<file path="src/rtl/hazard_scoreboard_if.sv">
// D-stage hazard interface: D-instruction descriptor and counter clear in,
// stall/busy control and stall performance counter out.
interface hazard_scoreboard_if #(
  parameter int unsigned TW    = 3,
  parameter int unsigned CNT_W = 16
);
  logic             d_valid;
  logic [4:0]       d_rs;
  logic [TW-1:0]    d_tuse_rs;
  logic [4:0]       d_rt;
  logic [TW-1:0]    d_tuse_rt;
  logic             d_wen;
  logic [4:0]       d_dst;
  logic [TW-1:0]    d_tnew;
  logic             d_md_use;
  logic             d_md_start;
  logic             d_md_is_div;
  logic             cnt_clr;
  logic             stall;
  logic             md_busy;
  logic [CNT_W-1:0] stall_cnt;

  // Pipeline side: describes the D instruction, consumes stall control.
  modport master (
    output d_valid, d_rs, d_tuse_rs, d_rt, d_tuse_rt, d_wen, d_dst, d_tnew,
           d_md_use, d_md_start, d_md_is_div, cnt_clr,
    input  stall, md_busy, stall_cnt
  );

  // Scoreboard side.
  modport slave (
    input  d_valid, d_rs, d_tuse_rs, d_rt, d_tuse_rt, d_wen, d_dst, d_tnew,
           d_md_use, d_md_start, d_md_is_div, cnt_clr,
    output stall, md_busy, stall_cnt
  );
endinterface

</file>
<file path="src/rtl/hazard_scoreboard.sv">
// D-stage stall unit: shift-register scoreboard of in-flight GPR writers with
// per-cycle Tnew countdown, mult/div busy counter and a saturating stall counter.
module hazard_scoreboard #(
  parameter int unsigned STAGES   = 3,
  parameter int unsigned TW       = 3,
  parameter int unsigned MULT_LAT = 5,
  parameter int unsigned DIV_LAT  = 10,
  parameter int unsigned CNT_W    = 16
) (
  input  logic                clk,
  input  logic                reset,
  hazard_scoreboard_if.slave  bus
);

  localparam int unsigned MW = $clog2(DIV_LAT + 1);
  localparam logic [MW-1:0] MULT_V = MW'(MULT_LAT);
  localparam logic [MW-1:0] DIV_V  = MW'(DIV_LAT);

  logic [STAGES-1:0]         vld_q,  vld_d;
  logic [STAGES-1:0][4:0]    dst_q,  dst_d;
  logic [STAGES-1:0][TW-1:0] tnew_q, tnew_d;
  logic [MW-1:0]             md_cnt_q, md_cnt_d;
  logic [CNT_W-1:0]          stall_cnt_q, stall_cnt_d;

  logic          rs_hit, rt_hit;
  logic [TW-1:0] rs_tnew, rt_tnew;
  logic          md_busy;
  logic          stall;

  // Youngest matching writer per operand; the first hit in index order wins
  // so older slots writing the same register are shadowed.
  always_comb begin
    rs_hit  = 1'b0;
    rt_hit  = 1'b0;
    rs_tnew = '0;
    rt_tnew = '0;
    for (int unsigned i = 0; i < STAGES; i++) begin
      if (!rs_hit && vld_q[i] && (dst_q[i] == bus.d_rs) && (bus.d_rs != 5'd0)) begin
        rs_hit  = 1'b1;
        rs_tnew = tnew_q[i];
      end
      if (!rt_hit && vld_q[i] && (dst_q[i] == bus.d_rt) && (bus.d_rt != 5'd0)) begin
        rt_hit  = 1'b1;
        rt_tnew = tnew_q[i];
      end
    end
  end

  // Zero-latency stall decision from pre-edge state and D inputs.
  always_comb begin
    md_busy = (md_cnt_q != '0);
    stall   = bus.d_valid &&
              ((rs_hit && (bus.d_tuse_rs < rs_tnew)) ||
               (rt_hit && (bus.d_tuse_rt < rt_tnew)) ||
               (bus.d_md_use && md_busy));
  end

  // Slot 0 takes the issuing instruction or a bubble; older slots shift with
  // Tnew counting down to 0. The last slot's entry falls off the end.
  always_comb begin
    vld_d  = '0;
    dst_d  = '0;
    tnew_d = '0;
    if (bus.d_valid && !stall) begin
      vld_d[0]  = bus.d_wen;
      dst_d[0]  = bus.d_dst;
      tnew_d[0] = bus.d_tnew;
    end
    for (int unsigned i = 1; i < STAGES; i++) begin
      vld_d[i]  = vld_q[i-1];
      dst_d[i]  = dst_q[i-1];
      tnew_d[i] = (tnew_q[i-1] == '0) ? '0 : tnew_q[i-1] - TW'(1);
    end
  end

  // Mult/div busy countdown, reloaded when a start instruction leaves D.
  always_comb begin
    md_cnt_d = md_cnt_q;
    if (bus.d_valid && bus.d_md_start && !stall) begin
      md_cnt_d = bus.d_md_is_div ? DIV_V : MULT_V;
    end else if (md_cnt_q != '0) begin
      md_cnt_d = md_cnt_q - MW'(1);
    end
  end

  // Stall performance counter: clear wins over a saturating increment.
  always_comb begin
    stall_cnt_d = stall_cnt_q;
    if (bus.cnt_clr) begin
      stall_cnt_d = '0;
    end else if (stall && (stall_cnt_q != '1)) begin
      stall_cnt_d = stall_cnt_q + CNT_W'(1);
    end
  end

  // State registers with asynchronous active-low reset.
  always_ff @(posedge clk or negedge reset) begin
    if (!reset) begin
      vld_q       <= '0;
      dst_q       <= '0;
      tnew_q      <= '0;
      md_cnt_q    <= '0;
      stall_cnt_q <= '0;
    end else begin
      vld_q       <= vld_d;
      dst_q       <= dst_d;
      tnew_q      <= tnew_d;
      md_cnt_q    <= md_cnt_d;
      stall_cnt_q <= stall_cnt_d;
    end
  end

  assign bus.stall     = stall;
  assign bus.md_busy   = md_busy;
  assign bus.stall_cnt = stall_cnt_q;

endmodule
</file>
<file path="src/flat_wrapper.sv">
// flat-port wrapper written by rule: the top's interface ports become plain ports
module hazard_scoreboard_flat 
#(
  parameter int unsigned STAGES   = 3,
  parameter int unsigned TW       = 3,
  parameter int unsigned MULT_LAT = 5,
  parameter int unsigned DIV_LAT  = 10,
  parameter int unsigned CNT_W    = 16
)
  (clk, reset, bus_d_valid, bus_d_rs, bus_d_tuse_rs, bus_d_rt, bus_d_tuse_rt, bus_d_wen, bus_d_dst, bus_d_tnew, bus_d_md_use, bus_d_md_start, bus_d_md_is_div, bus_cnt_clr, bus_stall, bus_md_busy, bus_stall_cnt);
  hazard_scoreboard_if #(.TW(TW), .CNT_W(CNT_W)) bus_i ();
  input  logic clk;
  input  logic reset;
  input wire logic [$bits(bus_i.d_valid)-1:0] bus_d_valid;
  input wire logic [$bits(bus_i.d_rs)-1:0] bus_d_rs;
  input wire logic [$bits(bus_i.d_tuse_rs)-1:0] bus_d_tuse_rs;
  input wire logic [$bits(bus_i.d_rt)-1:0] bus_d_rt;
  input wire logic [$bits(bus_i.d_tuse_rt)-1:0] bus_d_tuse_rt;
  input wire logic [$bits(bus_i.d_wen)-1:0] bus_d_wen;
  input wire logic [$bits(bus_i.d_dst)-1:0] bus_d_dst;
  input wire logic [$bits(bus_i.d_tnew)-1:0] bus_d_tnew;
  input wire logic [$bits(bus_i.d_md_use)-1:0] bus_d_md_use;
  input wire logic [$bits(bus_i.d_md_start)-1:0] bus_d_md_start;
  input wire logic [$bits(bus_i.d_md_is_div)-1:0] bus_d_md_is_div;
  input wire logic [$bits(bus_i.cnt_clr)-1:0] bus_cnt_clr;
  output wire logic [$bits(bus_i.stall)-1:0] bus_stall;
  output wire logic [$bits(bus_i.md_busy)-1:0] bus_md_busy;
  output wire logic [$bits(bus_i.stall_cnt)-1:0] bus_stall_cnt;
  assign bus_i.d_valid = bus_d_valid;
  assign bus_i.d_rs = bus_d_rs;
  assign bus_i.d_tuse_rs = bus_d_tuse_rs;
  assign bus_i.d_rt = bus_d_rt;
  assign bus_i.d_tuse_rt = bus_d_tuse_rt;
  assign bus_i.d_wen = bus_d_wen;
  assign bus_i.d_dst = bus_d_dst;
  assign bus_i.d_tnew = bus_d_tnew;
  assign bus_i.d_md_use = bus_d_md_use;
  assign bus_i.d_md_start = bus_d_md_start;
  assign bus_i.d_md_is_div = bus_d_md_is_div;
  assign bus_i.cnt_clr = bus_cnt_clr;
  assign bus_stall = bus_i.stall;
  assign bus_md_busy = bus_i.md_busy;
  assign bus_stall_cnt = bus_i.stall_cnt;
  hazard_scoreboard #(.STAGES(STAGES), .TW(TW), .MULT_LAT(MULT_LAT), .DIV_LAT(DIV_LAT), .CNT_W(CNT_W)) u_core (.clk(clk), .reset(reset), .bus(bus_i));
endmodule
</file>
<file path="config.mk">
export PLATFORM = sky130hd
export DESIGN_NAME = hazard_scoreboard_flat
export DESIGN_NICKNAME = d
export VERILOG_FILES = /design/src/rtl/hazard_scoreboard_if.sv /design/src/rtl/hazard_scoreboard.sv /design/src/flat_wrapper.sv
export SDC_FILE = /design/constraint.sdc
export NUM_CORES = 1
export LEC_CHECK = 0
export BUFFER_PORTS_ARGS = -buffer_cell sky130_fd_sc_hd__buf_4
export CAP_MARGIN = 40
export CORE_AREA = 2 2 74 76
export CTS_BUF_LIST = sky130_fd_sc_hd__clkbuf_4
export DETAILED_ROUTE_END_ITERATION = 6
export DIE_AREA = 0 0 76 78
export PLACE_DENSITY = 0.77
export SLEW_MARGIN = 20
export SYNTH_ARGS = -nofsm -noshare
export SYNTH_HDL_FRONTEND = slang
export SYNTH_SLANG_ARGS = --single-unit
export TNS_END_PERCENT = 50
</file>
<file path="constraint.sdc">
create_clock -name clk -period 3.1 [get_ports clk]
set_input_delay 0.465 -clock clk [delete_from_list [all_inputs] [get_ports clk]]
set_output_delay 0.465 -clock clk [all_outputs]
set_load 0.1 [all_outputs]
</file>
### After elaboration in Yosys (flattened, before gate mapping)

Index checks and enable logic that the tools add are counted.
W data, S select, Z words.

| storage, ports and cells | value |
|---|---|
| register bits | 47 |
| input port bits | 32 |
| output and inout port bits | 18 |
| logic and storage cells | 82 |

| cells by class | value |
|---|---|
| $add $sub $neg | 4 |
| $lt $le $gt $ge | 2 |
| equal/unequal tests | 7 |
| mux-type cells | 22 |
| reductions and logical operators | 38 |

Operators with widths:

| kind | count |
|---|---|
| $mux W16 | 2 |
| $eq A5 B5 Y1 | 6 |
| $mux W3 | 9 |
| $logic_and A1 B1 Y1 | 24 |
| $add A16 B1 Y16 const B | 1 |
| $ne A16 B16 Y1 const B | 1 |
| $mux W4 | 3 |
| $reduce_bool A5 Y1 | 2 |
| $mux W1 | 7 |
| $logic_not A3 Y1 | 2 |
| $lt A3 B3 Y1 | 2 |
| $sub A3 B1 Y3 const B | 2 |
| $logic_not A1 Y1 | 5 |
| $mux W5 | 1 |
| $reduce_bool A2 Y1 | 2 |
| $reduce_bool A4 Y1 | 1 |
| $sub A4 B1 Y4 const B | 1 |
| $logic_or A1 B1 Y1 | 2 |

### Logic depth before layout (Yosys ltp)

Gate-level depths: netlist of run 1.

| logic depth | value |
|---|---|
| depth in word-level cells | 22 |
| gate-level depth with buffers | 16 |
| mapped depth without buffers | 14 |

### Least setup slack after synthesis of run 1

Ideal clock, no wire load.

| timing path | value |
|---|---|
| path type | input port to output port |
| from | input port bus_d_rs[1] |
| to | output port bus_stall |
| arrival | 3,898 ps |
| slack | -1,263 ps |
| stages on the path | 12 |
| cell sequence | or4_1 nor2_1 nor3_1 nor2b_1 a22oi_1 nor2_1 a21oi_1 ha_1 a211o_1 a221oi_1 nor3_1 nor2_1 |

| on the way | value |
|---|---|
| cells in the longest elaborated chain, start to end | 19 |
| elaborated cells between the ends (all ways) | 25 |
| those cells by class | order compare (1); eq/ne (3); mux (6); reduce/logical (15) |

Ends and longest elaborated chain:

| element | line | RTL |
|---|---|---|
| start: declaration | flat_wrapper.sv:15 | `input wire logic [$bits(bus_i.d_rs)-1:0] bus_d_rs;` |
| $eq A5 B5 Y1 | hazard_scoreboard.sv:38 | `if (!rs_hit && vld_q[i] && (dst_q[i] == bus.d_rs) && (bus.d_rs != 5'd0)) begin` |
| $logic_and A1 B1 Y1 (2 in a row) | hazard_scoreboard.sv:38 |  |
| $mux W1 | hazard_scoreboard.sv:38 |  |
| $logic_not A1 Y1 | hazard_scoreboard.sv:38 |  |
| $logic_and A1 B1 Y1 (3 in a row) | hazard_scoreboard.sv:38 |  |
| $mux W1 | hazard_scoreboard.sv:38 |  |
| $logic_not A1 Y1 | hazard_scoreboard.sv:38 |  |
| $logic_and A1 B1 Y1 (3 in a row) | hazard_scoreboard.sv:38 |  |
| $mux W3 | hazard_scoreboard.sv:38 |  |
| $lt A3 B3 Y1 | hazard_scoreboard.sv:53 | `((rs_hit && (bus.d_tuse_rs < rs_tnew)) \|\|` |
| $logic_and A1 B1 Y1 (*) | hazard_scoreboard.sv:53 |  |
| $logic_or A1 B1 Y1 (*) | hazard_scoreboard.sv:53 |  |
| $logic_or A1 B1 Y1 (*) | hazard_scoreboard.sv:54 | `(rt_hit && (bus.d_tuse_rt < rt_tnew)) \|\|` |
| $logic_and A1 B1 Y1 (*) | hazard_scoreboard.sv:52 | `stall = bus.d_valid &&` |
| end: declaration | flat_wrapper.sv:26 | `output wire logic [$bits(bus_i.stall)-1:0] bus_stall;` |

Mark *: on every way between the ends. The rest lies on a longest branch, timed or not.

### Worst setup path in the final report of run 1

| timing path | value |
|---|---|
| from | input port bus_d_rt[1] |
| to | output port bus_stall |

| on the way | value |
|---|---|
| cells in the longest elaborated chain, start to end | 19 |
| elaborated cells between the ends (all ways) | 25 |
| those cells by class | order compare (1); eq/ne (3); mux (6); reduce/logical (15) |

Ends and longest elaborated chain:

| element | line | RTL |
|---|---|---|
| start: declaration | flat_wrapper.sv:17 | `input wire logic [$bits(bus_i.d_rt)-1:0] bus_d_rt;` |
| $eq A5 B5 Y1 | hazard_scoreboard.sv:42 | `if (!rt_hit && vld_q[i] && (dst_q[i] == bus.d_rt) && (bus.d_rt != 5'd0)) begin` |
| $logic_and A1 B1 Y1 (2 in a row) | hazard_scoreboard.sv:42 |  |
| $mux W1 | hazard_scoreboard.sv:42 |  |
| $logic_not A1 Y1 | hazard_scoreboard.sv:42 |  |
| $logic_and A1 B1 Y1 (3 in a row) | hazard_scoreboard.sv:42 |  |
| $mux W1 | hazard_scoreboard.sv:42 |  |
| $logic_not A1 Y1 | hazard_scoreboard.sv:42 |  |
| $logic_and A1 B1 Y1 (3 in a row) | hazard_scoreboard.sv:42 |  |
| $mux W3 | hazard_scoreboard.sv:42 |  |
| $lt A3 B3 Y1 | hazard_scoreboard.sv:54 |  |
| $logic_and A1 B1 Y1 (*) | hazard_scoreboard.sv:54 |  |
| $logic_or A1 B1 Y1 (*) | hazard_scoreboard.sv:53 |  |
| $logic_or A1 B1 Y1 (*) | hazard_scoreboard.sv:54 |  |
| $logic_and A1 B1 Y1 (*) | hazard_scoreboard.sv:52 |  |

Marks and branches as above.

==> results of run 1 <==
[critical path: stages]
cell	delay, ns
buf_4	0.12
or4_1	0.56
nor2_2	0.25
or3_4	0.21
nor2_4	0.04
a22oi_2	0.13
nor2_1	0.08
a21oi_1	0.17
ha_1	0.30
a21oi_2	0.18
o31ai_4	0.10
a31oi_4	0.23
nor3_4	0.08
nor2_4	0.11
buf_12	0.18
[metal layers]
layer | vias up | GRT usage, % | part of all wire (%)
li1 | 1109 | - | -
met1 | 1178 | 28.6 | 40
met2 | 65 | 40.5 | 54
met3 | 17 | 5.12 | 4.1
met4 | 0 | 8.18 | 2.0
met5 | - | 0 | 0
[flip-flops by register name, indices dropped and copies added, names as in the netlist]
signal,count
u_core.dst_d,10
u_core.dst_q,5
u_core.md_cnt_q,4
u_core.vld_q,3
u_core.bus.stall_cnt,16
u_core.tnew_q,9
[cell type report]
cell class | count | area [sq um] | area share, %
clock buffer | 7 | 52.6 | 1.39
clock inverter | 1 | 5.00 | 0.132
inverter | 12 | 45.0 | 1.19
multi-input combinational | 190 | 1650 | 43.5
sequential | 47 | 1180 | 31.0
tap | 70 | 87.6 | 2.31
timing repair buffer | 95 | 774 | 20.4
[cell families after synthesis]
| family | Yosys count | share of synthesized area [%] |
|---|---|---|
| fa+ha+maj | 11 | 5.35 |
| compound gates | 49 | 11.8 |
| xor+xnor | 33 | 11.2 |
| mux | 7 | 2.82 |
| flops | 47 | 45.7 |
| buf+inv | 19 | 2.97 |
| simple gates | 90 | 20.1 |
[placed cells by master (no fill, tap or decap), types with 7 or more instances in the layout]
cell type	instances
ha_1	10
nand2_1	11
xnor2_1	21
clkbuf_4	7
buf_4	81
buf_6	13
nand4_1	11
a21oi_1	9
a21oi_2	10
nor2_1	11
o21ai_1	11
or3_4	8
and2_1	9
inv_1	12
dfrtp_1	47
[where the power goes]
group          internal (W)  total [W]  switching, W
sequential         0.000675   0.000738     0.0000634
combinational      0.000242   0.000513      0.000271
clock              0.000106   0.000300      0.000193
[metrics by stage]
step	total power, W	hold WS (ns)
after floorplan	0.00102	0.169
after global placement	0.00115	0.393
after detailed placement	0.00116	0.390
after CTS	0.00150	0.107
after global routing	0.00163	0.119
final	0.00155	0.102
[worst paths after layout]
| check | end | startpoint | depth (start not counted) |
|---|---|---|---|
| setup / recovery | bus_stall | bus_d_rt[1] | 15 |
| hold / removal | u_core.md_cnt_q[2] | reset | 1 |
| setup reg to reg | u_core.bus.stall_cnt[14] | u_core.dst_q[12] | 17 |
| hold reg to reg | u_core.vld_q[1] | u_core.vld_q[0] | 0 |
| max in group asynchronous | u_core.tnew_q[3] | reset | 1 |
| min in group clk | u_core.md_cnt_q[2] | bus_d_md_is_div | 2 |
[what timing repair did]
action	4_1_cts	5_1_grt
pin swaps	39	28
resized for setup	30	39
hold buffers	0	0
setup buffers	11	11
endpoints found under the setup margin	20	30
cloned	1	0
==> flow_results.org, run 1 <==
** Timing
- Setup total negative slack on the finished layout was measured at -9.35 ns.
- The clock arrives with just under 0.01 ns of skew.
- Setup slack on the critical path of the routed design comes to -0.586 ns.
- Worst-margin pin slew :: between 0.6 and 0.7 ns
- The number of max-slew violations in the final report was 0.
- Relative slew slack :: 58.9%
- After layout, the minimum clock period comes to 3.69 ns.
- Timing would allow up to 0.271 GHz.
- RSZ-0062 raised after global routing :: true
- Setup violations remaining at the end of the flow were counted as 30.
- In the finished design, the share of the clock period the worst path needs comes to 119%.
- The final number of hold-violating endpoints is 0.

** Placement
- Worst slack at placement :: -0.605 ns
- In this run the cell area measured after placement is ~3200 sq um.
- Count of buffers from port buffering :: 49
- Global placement routability congestion :: 0.847
- Instance count after placement with tap cells included :: ~390
- Final HPWL from detailed placement :: 4.45 mm

** Finish
- Share of layout cells above drive strength 1 :: 44.6%
- The number of antenna diodes in the final layout is 0.
- After routing the design area is 3790 sq um.
- Number of standard cells in the layout, taps in and fillers out :: 422
- Final core utilization :: 75.2%
- Total of fill cells in the finished design :: ~340
- For this run, the post-layout net count is 394.
- Area growth from synthesis to layout :: 47.4%

** Drt
- In this run the remaining antenna-violating nets after routing total 0.
- Number of vias per cell :: about 5.6
- Pre-Repair DR Iteration Count :: 6
- Dividing the detail-routed wire length by the instance count gives roughly 17 um.
- For this run, design rule violations remaining after detail routing come to 0.
- Initial DRC count :: 85
- Summed over all layers, the routed wires come to 7.23 mm.
- DR vias :: between 2k and 2.5k

** Power
- Power spread over the standard cell area amounts to a little over 400 nW/um^2.
- The analysis attributes to cell leakage a power of 1.64 nW.
- The worst-case IR drop observed on VDD is about 0.32 mV.

** Logic synthesis
- Most instantiated library cell after synthesis :: dfrtp_1
- The commonest cells after synthesis are dfrtp_1 (47), xnor2_1 (25), a21oi_1 (19).
- Cell area after technology mapping :: 2570 sq um
- Sequential elements use around 46% of the synthesized area.
- The biggest area contributor in the post-synthesis netlist is dfrtp_1.
- Each instance of the synthesized netlist takes up on average 10.0 sq um.
- Number of distinct library cells after synthesis :: 41
- The synthesized design contains 0 enable-type register cells.
- Cell types occupying the most area after synthesis :: dfrtp_1 (46%), xnor2_1 (8.5%), ha_1 (5.4%)
- The most used flip-flop cell after synthesis is dfrtp_1.
- Share of synthesized flip-flops with an asynchronous set or reset :: between 90% and 100%
- Count of synthesis-stage warnings from yosys :: 0
- Synth Instances :: 256
- The share of synthesized area in the top cell type comes to 45.7%.
- Synth Register Bits :: 47
- Counting every net in the synthesized netlist gives 299.

** GRT
- The first global-routing pass estimated 11.0 mm of wire.
- Number of antenna violations at the first check in global routing :: 0
- Entering global routing, the biggest net connects 48 pins.
- Global Route Usage Sum :: 23.2%
- Via count of the first global-routing pass :: 2328
- Overflow after GRT :: 0

** Worst setup path
- For the worst setup path, the data required time is 2.63 ns.
- The worst setup path is captured at a primary output.
- The critical path is of the input pin to primary output type.
- The worst setup path is launched from an input pin.
- Of all nets on the critical path, the largest fanout is 4.
- The setup check on the worst reg-to-reg path leaves a slack of -0.45 ns.
- For the worst setup path, the data arrival time is roughly 3.2 ns.

** Clocking
- Clock-pin slew was measured on the worst setup and hold paths at 0.13 ns.
- The tree built by TritonCTS fans out to 47 sinks.
- Count of H-tree levels built during CTS :: 2
- Clk_lat worst skew :: approximately 0.36 ns
- CTS tree :: done
- Buffers inserted during clock tree synthesis total 5.
- Cell chosen for the clock root :: clkbuf_4
- The clock passes through at most 2 buffers.

** Floorplanning
- Area inside the core boundary :: 5040 sq um
- Number of placement rows :: 26
- The die covers 5930 sq um.
- Number of I/O pins :: 50
- For this configuration, the core starts out at a cell density of 51.0%.
- Measured along the y axis, the die boundary spans roughly 78 um.
- Overall die width :: 76 um

** Min path
- Class of the tightest hold or removal check :: input pin to asynchronous set/reset pin

** Outcome
- Status :: finished with violations
- Failing checks :: negative setup slack

** Job
- Across the run, the number of max-cap violations was 0.
(Power assumes the default switching activity.)
==> inputs of run 2 (changes only) <==
--- a/config.mk
+++ b/config.mk
@@ -12,6 +12,7 @@
 export DETAILED_ROUTE_END_ITERATION = 6
 export DIE_AREA = 0 0 76 78
 export PLACE_DENSITY = 0.77
+export SETUP_SLACK_MARGIN = 0.2
 export SLEW_MARGIN = 20
 export SYNTH_ARGS = -nofsm -noshare
 export SYNTH_HDL_FRONTEND = slang
==> flow_results.org, run 2 (same netlist as run 1, synthesis figures left out) <==
** Clocking
- Cell chosen for the clock root :: clkbuf_4
- In this run, CTS created clock tree buffers numbering 5.
- Clock slew seen by the registers of the worst setup and hold paths :: around 0.14 ns
- CTS tree :: done
- Count of H-tree levels built during CTS :: 2
- The clock drives between 40 and 50 sinks.
- In this run, post-CTS hold repair placed 0 buffers.
- The longest clock path from root to sink contains 2 buffers.
- The clock reaches the later pin of the worst-skew pair after 0.37 ns.

** Finish
- The sequential cells in the finished layout cover a total of 1180 sq um.
- Share of layout cells above drive strength 1 :: around two fifths
- Max reg flops :: 16
- The repair_antennas step left the layout with diodes totalling 0.
- Area growth from synthesis to layout :: 47.5%
- Summing all multi-input logic gate instances after layout gives 1550 sq um.
- Counting the fill cells in the layout gives 335.
- Cells fill 75.2% of the core in the end.
- Most frequent cells in the layout :: buf_4 (82), dfrtp_1 (47), xnor2_1 (25)
- Leaving out fill and tap cells, the most frequent cell in the layout is buf_4.
- Total Nets Final :: 396

** Timing
- Setup slack of the critical path after layout :: -0.483 ns
- The number of max-slew violations in the final report was 0.
- Worst-margin pin slew :: 0.605 ns
- Setup violations remaining at the end of the flow were counted as 30.
- Relative slew slack :: 59.6%
- Post-route clock period utilization :: 116%
- Highest attainable clock frequency :: approximately 0.28 GHz
- Setup repair after global routing could not meet its margin everywhere.
- Min Clock Period, post-route :: 3.58 ns
- Final Skew :: about 0.011 ns
- Final-report hold violation count :: 0

** Floorplanning
- Number of I/O pins :: 50
- Number of placement rows :: 26
- The die covers 5930 sq um.
- In this run the horizontal extent of the chip is between 70 and 80 um.
- Die height :: 78 um
- Initial core utilization :: 51.0%
- The core region is 5040 sq um.

** GRT
- In this run the most used layer during global routing was met2.
- The first global-routing pass estimated 11.5 mm of wire.
- Via count of the first global-routing pass :: 2349
- Global routing used 42.1% of the available met2 tracks.
- Met3 demand-to-capacity share in global routing :: under 10%
- Maximum number of pins on one net before global-route repair :: 48
- For met1 alone, demand over resource in global routing was 30.6%.
- The number of antenna violations at the first check in global routing came to 0.
- Overflow after GRT :: 0
- Global Route Usage Sum :: between 20% and 30%

** Placement
- Before CTS, the worst setup slack after placement is -0.607 ns.
- Global placement routability congestion :: 0.862
- Final HPWL from detailed placement :: ~4.4 mm
- Count of buffers from port buffering :: 49

** Min path
- Class of the tightest hold or removal check :: input pin to asynchronous set/reset pin

** Worst setup path
- Cell breakdown of the critical path :: xnor2_1 -> nand4_1 -> nor4_4 -> nor2_4 -> a22oi_2 -> nor2_1 -> a21oi_1 -> ha_1 -> a21oi_1 -> o31ai_1 -> a31oi_4 -> nor3_4 -> nor2_4 -> buf_12
- Setup Crit Path Kind :: flip-flop to primary output
- For this run, the slowest stage of the critical path takes 0.45 ns.
- Slowest library cell on the worst path :: dfrtp_1
- Sort of element at the start of the critical path :: flip-flop
- Arrival time of data at the critical path endpoint :: 3.12 ns
- Largest fanout of any net on the critical path :: 4
- Measured in cells, the most critical reg-to-reg path has a length of 18.
- STA puts the critical path data required time at ~2.6 ns.
- Crit. End Element :: primary output

** Job
- Max-cap violations in this run came to 0.

** Drt
- In this run the remaining antenna-violating nets after routing total 0.
- Using the TritonRoute via totals, the vias-per-cell ratio works out to 5.64.
- For this block, the routed nets add up to 7.04 mm of wire.
- Post-DR wirelength/cell :: 16.6 um
- The final route contains 2384 vias.
- DRC errors left :: 0
- For this block, the initial DRC count from the detailed router was 142.
- The pre-antenna-repair detailed-routing pass consisted of 4 iterations.

** Power
- The share of total power dissipated in combinational logic is 31.9%.
- Dividing total power by cell area gives a power density of 427 nW/um^2.
- Seq pwr share :: 45.4%
- Fraction of power spent switching nets :: 32.2%
- Worst IR drop on VDD :: 0.295 mV
- Static power due to leakage :: 1.65 nW
- Switching power :: 0.000521 W
- The completed layout was analyzed and its total power is 0.00162 W.
- Part of the total power dissipated in the clock network :: 22.7%
- Internal power comes to 0.00110 W.

** Outcome
- Status :: finished with violations
- Failing checks :: negative setup slack
## run 2: cell types whose count changed in the layout (fill, tap and decap cells not counted), sizes merged
| cell | delta |
|---|---|
| buf | +2 |
| bufinv | +1 |
| clkbuf | -1 |
| clkinv | -1 |
## run 2: power by group through the flow
stage / registers (W) / logic [W] / clock network [W]
2_1_floorplan: 0.000754 / 0.000265 / 0
3_5_place_dp: 0.000747 / 0.000413 / 0
6_report: 0.000736 / 0.000517 / 0.000368
5_1_grt: 0.000745 / 0.000559 / 0.000401
4_1_cts: 0.000734 / 0.000498 / 0.000377
3_3_place_gp: 0.000744 / 0.000406 / 0
## run 2: cell type report
cell class                      count  area share [%]
Multi-Input combinational cell    190            40.8
Tap cell                           70            2.31
Clock buffer                        6            1.19
Timing Repair Buffer               97            22.7
Clock inverter                      1           0.792
Sequential cell                    47            31.0
Inverter                           12            1.19
## run 2: critical path, delay by kind of cell (launching register included)
| family | cells | cell delay, ns |
|---|---|---|
| compound gates | 5 | 0.77 |
| xor+xnor | 1 | 0.20 |
| fa+ha+maj | 1 | 0.26 |
| buf+inv | 1 | 0.19 |
| flops | 1 | 0.45 |
| simple gates | 6 | 0.89 |
## run 2: what timing repair did
item | 4_1_cts | 5_1_grt
pin swaps | 26 | 14
setup buffers | 17 | 4
setup endpoints to repair | 30 | 30
gates resized for setup | 28 | 20
gates cloned | 2 | 0
## run 2: final timing paths
kind,slack [ns],start,end
worst max-delay path,-0.48,u_core.dst_d[14],bus_stall
worst min-delay path,0.09,reset,u_core.md_cnt_q[2]
worst max register to register,-0.44,u_core.dst_d[14],u_core.bus.stall_cnt[2]
worst min register to register,0.41,u_core.vld_q[0],u_core.vld_q[1]
max in group asynchronous,2.60,reset,u_core.dst_d[7]
min in group clk,0.29,bus_d_md_is_div,u_core.md_cnt_q[2]
## run 2: stage by stage
| stage | setup TNS [ns] | cells | hold slack, ns | area (sq um) |
|---|---|---|---|---|
| after floorplan | -3.30 | 256 | 0.169 | 2640 |
| after global placement | -9.30 | 393 | 0.387 | 3250 |
| after detailed placement | -11.05 | 393 | 0.389 | 3250 |
| after CTS | -4.55 | 419 | 0.104 | 3670 |
| after global routing | -15.56 | 423 | 0.118 | 3790 |
| final | -8.90 | 423 | 0.0892 | 3790 |
## run 2: layer usage
layer	wire, um	share of wire [%]
met2	3650	52
met4	142	2.0
met5	0	0
met3	408	5.8
met1	2840	40
==> inputs of run 3 (changes only) <==
--- a/config.mk
+++ b/config.mk
@@ -11,7 +11,9 @@
 export CTS_BUF_LIST = sky130_fd_sc_hd__clkbuf_4
 export DETAILED_ROUTE_END_ITERATION = 6
 export DIE_AREA = 0 0 76 78
+export GPL_TIMING_DRIVEN = 0
 export PLACE_DENSITY = 0.77
+export REMOVE_ABC_BUFFERS = 1
 export SETUP_SLACK_MARGIN = 0.2
 export SLEW_MARGIN = 20
 export SYNTH_ARGS = -nofsm -noshare
==> flow_results.org, run 3 (same netlist as run 1, synthesis figures left out) <==
** Outcome
- Status :: finished with violations
- The final reports fail on negative setup slack.

** Finish
- Number of antenna repair diodes :: 0
- At the end of the flow, the number of nets in the layout was about 370.
- Max reg flops :: 16
- Compared with the post-synthesis result, the final layout area differs by 37.6%.
- In the final layout, the share of cells above drive strength 1 is 37.0%.
- Most common cell after layout, fill and taps aside :: buf_4
- Number of standard cells in the layout, taps in and fillers out :: approximately 390
- Most frequent cells in the layout :: buf_4 (54), dfrtp_1 (47), xnor2_1 (25)

** Power
- The share of total power dissipated in combinational logic is 28.1%.
- The clock network accounts for between 20 and 30% of the total power.
- Fraction of power spent switching nets :: 31.2%
- Power per standard cell area :: 470 nW/um^2
- Internal power summed over all cells :: 0.00115 W
- Pwr Total :: 0.00167 W
- Sequential cells burn 44.3% of the power.
- VDD sags by at most 0.407 mV.
- Summed over all cells, the static leakage comes to 1.50 nW.
- Summed over all nets, the switching power comes to between 0.0005 and 0.0006 W.

** Floorplanning
- Once the floorplan was initialized, standard cells occupied approximately half of the core.
- Die Footprint :: 5930 sq um
- After floorplanning, the core was sized to cover 5040 sq um.
- In this run the core area contains 26 standard-cell rows.
- The die is 76 um wide.
- Number of I/O pins :: 50
- Die height :: 78 um

** Worst setup path
- Among cell families on the critical path, the largest total delay comes from simple AND/OR/NAND/NOR gates.
- Cell breakdown of the critical path :: xnor2_1 -> nand4_1 -> nor4_4 -> nor2_4 -> a22oi_2 -> nor2_1 -> a21oi_1 -> ha_1 -> a21oi_2 -> o31ai_2 -> a31oi_4 -> nor3_1 -> nor2_1 -> buf_6
- Reg2reg start :: u_core.dst_q[11]
- Setup Crit Path Kind :: flip-flop to primary output
- The worst register-to-register path has a depth of 18.
- In this run the worst path has a maximum fanout of 4.
- Register-to-register path setup slack :: -0.46 ns
- The slowest stage of the critical path is the dfrtp_1 cell.
- Delay of the slowest cell on the worst path :: 0.44 ns
- Crit. End Element :: primary output
- Data required time of the critical path :: 2.63 ns
- The worst register-to-register path ends at u_core.bus.stall_cnt[1].
- Most common cell type on the critical path :: nor2_1
- In this run the number of cells on the critical path is 14.
- Counting both buffers and inverters, the worst setup path holds a total of 1.
- Sort of element at the start of the critical path :: flip-flop
- Data on the critical path arrives at its endpoint at 3.20 ns.

** Timing
- After layout, the minimum clock period comes to 3.67 ns.
- The number of max-slew violations in the final report is 0.
- For this run, the top clock speed supported by timing is ~0.27 GHz.
- Final Skew :: between 0.009 and 0.01 ns
- Setup repair after global routing could not meet its margin everywhere.
- Summed negative setup slack over all endpoints :: -9.60 ns
- Worst-margin pin slew :: 0.597 ns
- Final setup vio count :: 30
- Relative slew slack :: between 60 and 70%
- Final-report hold violation count :: 0
- Post-route clock period utilization :: 118%
- Across all setup checks in the final design, the least slack found is -0.569 ns.

** GRT
- Met2 track demand over resource :: 43.9%
- Number of antenna violations at the first check in global routing :: 0
- Global routing used 28.3% of the available met1 tracks.
- Global routing used 4.42% of the available met3 tracks.
- Overflow after GRT :: 0
- Global routing used between 20% and 30% of the available tracks across all layers.
- The number of global-route vias before repair is between 2k and 2.5k.
- After global routing, the most crowded layer is met2.
- The first global-routing pass estimated around 11 mm of wire.
- Maximum number of pins on one net before global-route repair :: 48

** Clocking
- The tree is rooted in a clkbuf_4.
- Count of H-tree levels built during CTS :: 2
- The clock net in this run drives a total of 47 sinks.
- The number of clock buffers added by TritonCTS is 5.
- Clk_lat worst skew :: 0.36 ns
- TritonCTS built the clock tree.
- The clock passes through at most 2 buffers.
- After clock tree synthesis, the clock-pin slew on the worst setup and hold paths is 0.13 ns.

** Drt
- Summed over all layers, the routed wires come to 6.73 mm.
- Once detail routing completed, the nets flagged for antenna violations numbered 0.
- Initial DRC count :: 88
- Pre-Repair DR Iteration Count :: 4
- Post-DR wirelength/cell :: 17.1 um
- After detailed routing, the number of remaining DRC violations is 0.
- Number of vias per cell :: 5.69
- DR vias :: 2241

** Placement
- Instance count after placement with tap cells included :: between 300 and 400
- Once detailed placement completed, the half-perimeter wirelength came to slightly above 4 mm.
- Routability-driven placement finished with a final weighted congestion of 0.788.
- In this run the tool buffered the top-level ports with 49 buffer cells.

** Min path
- The min-delay analysis places its worst path in the category input pin to asynchronous set/reset pin.

** Job
- Max-capacitance violation count :: 0
[run 3: metal layers]
metal  share of wire [%]  routed length [um]
met1                  41                2750
met2                  53                3600
met3                 4.1                 278
met4                 1.6                 110
met5                   0                   0
[run 3: area by class of cell]
type / instances / area, sq um
Multi-Input combinational cell: 190 / 1580
Fill cell: 372 / 1500
Sequential cell: 47 / 1180
Timing Repair Buffer: 67 / 552
Tap cell: 70 / 87.6
Clock inverter: 2 / 60.1
Clock buffer: 6 / 45.0
Inverter: 12 / 45.0
[run 3: how the worst max path moves through the flow]
| stage | to | start |
|---|---|---|
| 2_1_floorplan | u_core.bus.stall_cnt[1] | bus_d_rt[1] |
| 3_3_place_gp | u_core.bus.stall_cnt[1] | bus_d_rt[1] |
| 3_5_place_dp | u_core.bus.stall_cnt[5] | bus_d_rs[1] |
| 4_1_cts | bus_stall | u_core.dst_d[10] |
| 5_1_grt | bus_stall | u_core.dst_d[12] |
| 6_report | bus_stall | u_core.dst_d[13] |
[run 3: repair_timing]
item,4_1_cts,5_1_grt
cloned,2,0
setup buffers,14,1
hold buffers,0,0
pin swaps,35,0
endpoints found under the setup margin,30,30
resized for setup,57,9
[run 3: per-stage QoR]
stage | area, sq um | setup WS, ns | util, % | hold slack [ns]
6_report | 3540 | -0.569 | 70.2 | 0.0912
2_1_floorplan | 2540 | -1.31 | - | 0.169
5_1_grt | 3540 | -0.780 | 70.2 | 0.111
3_5_place_dp | 3020 | -1.21 | 59.9 | 0.401
3_3_place_gp | 3000 | -2.20 | 59.4 | 0.398
4_1_cts | 3500 | -0.515 | 69.3 | 0.102
[run 3: power groups by stage]
stage	clock, W	combinational, W	sequential, W
after floorplan	0	0.000245	0.000753
after global placement	0	0.000361	0.000743
after detailed placement	0	0.000384	0.000745
after CTS	0.000467	0.000460	0.000733
after global routing	0.000494	0.000517	0.000746
final	0.000461	0.000467	0.000737
